$ cat config.mk
export PLATFORM = sky130hd
export DESIGN_NAME = int_alu_master
export DESIGN_NICKNAME = d
export VERILOG_FILES = /design/src/rtl/alu_bus_pkg.sv /design/src/rtl/int_alu_master.sv
export SDC_FILE = /design/constraint.sdc
export NUM_CORES = 2
export LEC_CHECK = 0
export ABC_AREA = 1
export CELL_PAD_IN_SITES_DETAIL_PLACEMENT = 0
export CELL_PAD_IN_SITES_GLOBAL_PLACEMENT = 1
export CORE_AREA = 2 2 508 510
export CTS_BUF_LIST = sky130_fd_sc_hd__clkbuf_8 sky130_fd_sc_hd__clkbuf_16
export DETAILED_ROUTE_END_ITERATION = 8
export DIE_AREA = 0 0 510 512
export GPL_ROUTABILITY_DRIVEN = 0
export PLACE_DENSITY = 0.41
export SYNTH_ARGS = -nofsm -noshare
export SYNTH_HDL_FRONTEND = slang
export SYNTH_SLANG_ARGS = --single-unit
$ cat constraint.sdc
create_clock -name Clk -period 27.5 [get_ports Clk]
set_input_delay 2.75 -clock Clk [delete_from_list [all_inputs] [get_ports Clk]]
set_output_delay 2.75 -clock Clk [all_outputs]
set_load 0.02 [all_outputs]
$ cat src/rtl/alu_bus_pkg.sv
// Shared definitions for the integer ALU register window: select nibble,
// register map, opcodes and the initiator state encoding.
package alu_bus_pkg;

    localparam logic [3:0]  ALU_SEL_DEFAULT = 4'h1;

    localparam logic [11:0] OFF_SOURCE_1   = 12'd0;
    localparam logic [11:0] OFF_SOURCE_2   = 12'd1;
    localparam logic [11:0] OFF_RESULT     = 12'd2;
    localparam logic [11:0] OFF_STATUS_IN  = 12'd3;
    localparam logic [11:0] OFF_STATUS_OUT = 12'd4;

    localparam logic [7:0]  OP_ADD  = 8'h10;
    localparam logic [7:0]  OP_SUB  = 8'h11;
    localparam logic [7:0]  OP_MULT = 8'h12;
    localparam logic [7:0]  OP_DIV  = 8'h13;

    typedef enum logic [2:0] {
        ST_IDLE,
        ST_WR_S1,
        ST_WR_S2,
        ST_WR_OP,
        ST_POLL,
        ST_RD_RES,
        ST_DONE,
        ST_ERR
    } state_t;

    function automatic logic is_legal_op(input logic [7:0] opcode);
        return (opcode == OP_ADD) || (opcode == OP_SUB) ||
               (opcode == OP_MULT) || (opcode == OP_DIV);
    endfunction

endpackage

$ cat src/rtl/int_alu_master.sv
// Bus initiator for the integer ALU: writes operands and opcode, polls the
// status register, reads back the 256-bit result and reports done or err.
module int_alu_master
    import alu_bus_pkg::*;
#(
    parameter logic [3:0] ALU_SEL    = ALU_SEL_DEFAULT,
    parameter int         POLL_LIMIT = 16
) (
    input  logic         Clk,
    input  logic         Reset,
    input  logic         start,
    input  logic [7:0]   op,
    input  logic [255:0] opnd_a,
    input  logic [255:0] opnd_b,
    output logic         busy,
    output logic         done,
    output logic         err,
    output logic [255:0] result,
    output logic [15:0]  address,
    output logic         nWrite,
    output logic         nRead,
    output logic [255:0] ExeDataOut,
    input  logic [255:0] IntDataOut
);

    localparam int PCW = $clog2(POLL_LIMIT + 1);
    localparam logic [PCW-1:0] POLL_LAST = PCW'(POLL_LIMIT - 1);

    state_t         state_reg, state_next;
    logic [PCW-1:0] poll_cnt_reg;
    logic [7:0]     op_reg;
    logic [255:0]   src2_reg;
    logic           accept;

    logic           busy_next, done_next, err_next, nwrite_next, nread_next;
    logic [15:0]    address_next;
    logic [255:0]   exe_data_next;
    logic [11:0]    offset;
    logic           access;

    assign accept = (state_reg == ST_IDLE) && start && is_legal_op(op);

    always_ff @(posedge Clk or posedge Reset) begin
        if (Reset) begin
            state_reg <= ST_IDLE;
        end else begin
            state_reg <= state_next;
        end
    end

    always_comb begin
        state_next = state_reg;
        case (state_reg)
            ST_IDLE:   if (start) state_next = is_legal_op(op) ? ST_WR_S1 : ST_ERR;
            ST_WR_S1:  state_next = ST_WR_S2;
            ST_WR_S2:  state_next = ST_WR_OP;
            ST_WR_OP:  state_next = ST_POLL;
            ST_POLL: begin
                if (IntDataOut[0])
                    state_next = ST_RD_RES;
                else if (poll_cnt_reg == POLL_LAST)
                    state_next = ST_ERR;
            end
            ST_RD_RES: state_next = ST_DONE;
            default:   state_next = ST_IDLE;
        endcase
    end

    // Outputs are decoded from the next state and registered, so the bus
    // pins change exactly at the edge that enters each state. WR_S1 is only
    // reached from IDLE, where the operands are still on the inputs.
    always_comb begin
        busy_next     = (state_next != ST_IDLE);
        done_next     = (state_next == ST_DONE);
        err_next      = (state_next == ST_ERR);
        nwrite_next   = 1'b1;
        nread_next    = 1'b1;
        access        = 1'b0;
        offset        = OFF_SOURCE_1;
        exe_data_next = '0;
        case (state_next)
            ST_WR_S1: begin
                nwrite_next   = 1'b0;
                access        = 1'b1;
                offset        = OFF_SOURCE_1;
                exe_data_next = (op == OP_DIV) ? opnd_b : opnd_a;
            end
            ST_WR_S2: begin
                nwrite_next   = 1'b0;
                access        = 1'b1;
                offset        = OFF_SOURCE_2;
                exe_data_next = src2_reg;
            end
            ST_WR_OP: begin
                nwrite_next   = 1'b0;
                access        = 1'b1;
                offset        = OFF_STATUS_IN;
                exe_data_next = {248'b0, op_reg};
            end
            ST_POLL: begin
                nread_next = 1'b0;
                access     = 1'b1;
                offset     = OFF_STATUS_OUT;
            end
            ST_RD_RES: begin
                nread_next = 1'b0;
                access     = 1'b1;
                offset     = OFF_RESULT;
            end
            default: ;
        endcase
        address_next = access ? {ALU_SEL, offset} : 16'h0000;
    end

    // The ALU divides source_2 by source_1, so DIV swaps the operands.
    always_ff @(posedge Clk or posedge Reset) begin
        if (Reset) begin
            op_reg       <= '0;
            src2_reg     <= '0;
            poll_cnt_reg <= '0;
            result       <= '0;
        end else begin
            if (accept) begin
                op_reg   <= op;
                src2_reg <= (op == OP_DIV) ? opnd_a : opnd_b;
            end
            if (state_reg != ST_POLL)
                poll_cnt_reg <= '0;
            else if (!IntDataOut[0])
                poll_cnt_reg <= poll_cnt_reg + 1'b1;
            if (state_reg == ST_RD_RES)
                result <= IntDataOut;
        end
    end

    always_ff @(posedge Clk or posedge Reset) begin
        if (Reset) begin
            busy       <= 1'b0;
            done       <= 1'b0;
            err        <= 1'b0;
            address    <= 16'h0000;
            nWrite     <= 1'b1;
            nRead      <= 1'b1;
            ExeDataOut <= '0;
        end else begin
            busy       <= busy_next;
            done       <= done_next;
            err        <= err_next;
            address    <= address_next;
            nWrite     <= nwrite_next;
            nRead      <= nread_next;
            ExeDataOut <= exe_data_next;
        end
    end

endmodule

==> flow_results.xml <==
<?xml version="1.0" encoding="UTF-8"?>
<metrics>
  <group name="route">
    <metric name="vias" unit="">38800</metric>
    <metric name="number_of_vias_per_cell_after_detailed_routing" unit="">4.00</metric>
    <metric name="detailed_routing_iteration_count_for_the_pre_antenna_repair_pass" unit="">7</metric>
    <metric name="drt_iter0_markers" unit="">2450</metric>
    <metric name="routed_wirelength" unit="um">238000</metric>
    <metric name="route.antenna.remaining_nets" unit="">0</metric>
    <metric name="avgRoutedWirePerCell" unit="um">24.5</metric>
    <metric name="drc" unit="">0</metric>
  </group>
  <group name="synthesis">
    <metric name="netlist-cell-type-count" unit="">30</metric>
    <metric name="number_of_cells_produced_by_synthesis" unit="">5125</metric>
    <metric name="synth_seq_cells" unit="">793</metric>
    <metric name="post_synth.cell_area_avg" unit="um2">7.36</metric>
    <metric name="mappedNetlistArea" unit="um2">37700</metric>
    <metric name="synth-warning-count" unit="">0</metric>
    <metric name="ys_seq_area_share" unit="%">52.6</metric>
  </group>
  <group name="critical_path">
    <metric name="critical_path.max_fanout" unit="">77</metric>
    <metric name="max_stage_delay" unit="ns">0.77</metric>
    <metric name="setup.worst_path.end_class" unit="">flip-flop</metric>
    <metric name="critPathKind" unit="">in2reg</metric>
    <metric name="cp_cell_sequence" unit="">clkdlybuf4s50_1 -&gt; nand2_1 -&gt; nor3_2 -&gt; buf_4 -&gt; nand2_4 -&gt; buf_4 -&gt; buf_4 -&gt; buf_4 -&gt; buf_4 -&gt; nand2_1 -&gt; nand2_1 -&gt; nand3_1 -&gt; nand2_1</metric>
    <metric name="worstSetupStartpointType" unit="">primary input</metric>
    <metric name="crit_required" unit="ns">28.19</metric>
    <metric name="timing.critical_path.slowest_stage_cell" unit="">buf_4</metric>
    <metric name="most_frequent_cell_on_critical_path" unit="">buf_4</metric>
    <metric name="arrival" unit="ns">7.69</metric>
  </group>
  <group name="timing">
    <metric name="period_minus_slack" unit="ns">7.00</metric>
    <metric name="timing.final.hold_violations" unit="">0</metric>
    <metric name="period_share" unit="%">25.5</metric>
    <metric name="max-slew-margin-rel" unit="%">26.7</metric>
    <metric name="worst_slack" unit="ns">20.50</metric>
    <metric name="finalSetupViolCount" unit="">0</metric>
    <metric name="timing.clock.skew" unit="ns">0.0774</metric>
    <metric name="slew_viol_final" unit="">0</metric>
    <metric name="clock.fmax" unit="GHz">0.143</metric>
    <metric name="fin_setup_tns" unit="ns">0</metric>
    <metric name="setup_repair_after_global_routing_missed_its_margin" unit="">false</metric>
    <metric name="worst-slew-pin-transition" unit="ns">1.10</metric>
  </group>
  <group name="clocking">
    <metric name="cts-root-to-sink-buffers" unit="">3</metric>
    <metric name="post_cts_repair_timing_setup_buffer_count" unit="">0</metric>
    <metric name="path_clk_slew" unit="ns">0.06</metric>
    <metric name="tritoncts_clock_tree" unit="">built</metric>
    <metric name="clkSinkCount" unit="">793</metric>
    <metric name="clk-insertion-delay-late" unit="ns">0.78</metric>
    <metric name="cts_htree_levels" unit="">3</metric>
    <metric name="hold_buffers" unit="">0</metric>
    <metric name="clock-root-buffer" unit="">clkbuf_16</metric>
    <metric name="cts_resized" unit="">0</metric>
    <metric name="tritoncts.num_buffers" unit="">112</metric>
  </group>
  <group name="die">
    <metric name="die_area" unit="um2">261000</metric>
    <metric name="starting_density_of_the_core" unit="%">14.8</metric>
    <metric name="dieHeight" unit="um">512</metric>
    <metric name="row_count" unit="">186</metric>
    <metric name="floorplan.io_pins" unit="">1312</metric>
    <metric name="die_w" unit="um">510</metric>
    <metric name="placeableCoreArea" unit="um2">256000</metric>
  </group>
  <group name="place">
    <metric name="dp_hpwl" unit="um">170000</metric>
    <metric name="placement.io_buffers" unit="">1299</metric>
    <metric name="placement_setup_slack" unit="ns">19.70</metric>
    <metric name="place_inst" unit="">9494</metric>
  </group>
  <group name="global_route">
    <metric name="gr-total-overflow" unit="">0</metric>
    <metric name="largest_net_degree_at_the_start_of_global_routing" unit="">162</metric>
    <metric name="grt_first_pass_wirelength" unit="um">325000</metric>
    <metric name="grt_pass1_vias" unit="">38500</metric>
    <metric name="antenna_found_initial" unit="">131</metric>
    <metric name="groute.usage.overall" unit="%">17.6</metric>
  </group>
  <group name="layout">
    <metric name="layout.area.seq" unit="um2">19800</metric>
    <metric name="fillCellCount" unit="">28400</metric>
    <metric name="multi_input_comb_area" unit="um2">15900</metric>
    <metric name="area_growth_syn_to_layout" unit="%">52.5</metric>
    <metric name="final_layout_size_suffix_gt1_share" unit="%">4.18</metric>
    <metric name="finish.utilization" unit="%">22.5</metric>
    <metric name="stdcell_count" unit="">9719</metric>
    <metric name="finalNetCount" unit="">7005</metric>
  </group>
  <group name="power_and_ir_drop">
    <metric name="peakVddDrop" unit="mV">0.104</metric>
    <metric name="leakagePower" unit="nW">28.6</metric>
    <metric name="p_per_area" unit="nW/um2">99.3</metric>
  </group>
  <group name="job">
    <metric name="timing.max_cap.violations" unit="">0</metric>
  </group>
  <group name="outcome">
    <metric name="outcome" unit="">finished clean</metric>
  </group>
  <group name="hold_path">
    <metric name="timing.hold.worst.class" unit="">reg2reg</metric>
  </group>
</metrics>
## cell usage after synthesis (all sizes together)
cell | n | area, um2
conb | 1 | 3.75
nor2 | 22 | 119
o21ai | 12 | 60.1
ha | 2 | 25.0
nand2 | 3091 | 11600
dfstp | 2 | 52.6
a21oi | 4 | 20.0
nand3 | 775 | 3890
dfrtp | 791 | 19800
o21bai | 1 | 7.51
inv | 35 | 134
buf | 279 | 1590
nand4 | 1 | 6.26
nor3 | 6 | 30.0
clkbuf | 100 | 375
xor2 | 1 | 8.76
clkinv | 1 | 3.75
and2 | 1 | 6.26
## routing by layer
layer | routed length, um | vias to the layer above | track usage (%)
met3 | 18800 | 405 | 5.67
li1 | - | 18200 | -
met4 | 8990 | 124 | 6.06
met1 | 94400 | 18800 | 20.4
met5 | 783 | - | 0
met2 | 115000 | 1329 | 30.3
## kinds of logic (layout without fill, tap and decap cells)
logic type,count (synthesis),after routing,share of synthesized area (%)
other,1,38,0.00994
buffers and inverters,415,1588,5.56
AO/OA/AOI/OAI,17,17,0.232
XOR/XNOR,1,1,0.0232
flip-flops,793,793,52.6
AND/OR/NAND/NOR,3896,3896,41.5
adder cells (fa/ha/maj),2,2,0.0663
## report_power, final
part	internal, W	switching (W)	total (W)
clock	0.000912	0.000633	0.00154
sequential	0.00153	0.000208	0.00174
combinational	0.000827	0.00160	0.00243
## worst paths after layout
| path | endpoint | startpoint | depth (start not counted) | slack [ns] |
|---|---|---|---|---|
| max in group asynchronous | ExeDataOut[191] | Reset | 6 | 21.38 |
| hold reg to reg | ExeDataOut[56] | src2_reg[56] | 2 | 0.42 |
| setup / recovery | ExeDataOut[119] | op[1] | 13 | 20.50 |
| setup reg to reg | ExeDataOut[147] | poll_cnt_reg[0] | 13 | 23.52 |
| hold / removal | ExeDataOut[56] | src2_reg[56] | 2 | 0.42 |
| min in group asynchronous | result[232] | Reset | 2 | 2.50 |
## per-stage QoR
step                cell area, um2  hold slack [ns]  power, W
global placement             53600            0.432   0.00426
detailed placement           53600            0.438   0.00425
floorplan                    37800            0.420   0.00281
CTS                          57500            0.424   0.00586
finish                       57500            0.423   0.00571
global route                 57500            0.435   0.00600
## critical path, delay by kind of cell
family | cells | cell delay [ns]
AND/OR/NAND/NOR | 7 | 1.07
buffers and inverters | 6 | 3.57
## cell type report
| class | count | share of cell area (%) |
|---|---|---|
| multi-input combinational | 3928 | 27.6 |
| tap | 3384 | 7.36 |
| clock buffer | 154 | 5.89 |
| antenna | 26 | 0.113 |
| clock inverter | 45 | 0.839 |
| timing repair buffer | 1353 | 23.4 |
| sequential | 793 | 34.5 |
| inverter | 36 | 0.309 |
## layout by cell type, fill, tap and decap left out, types with 5 or more instances in the layout
cell type	Yosys	layout
inv_1	30	43
nand2_1	3086	3085
buf_12	1	6
clkbuf_16	0	113
dfrtp_1	791	791
clkdlybuf4s50_1	0	1299
buf_4	30	48
nor3_1	6	5
o21ai_0	12	12
diode_2	0	26
nor2_1	17	15
conb_1	1	12
clkbuf_8	0	41
bufinv_16	0	6
clkinv_2	0	15
nand3_1	773	773
Power figures use the tool's default switching activity.
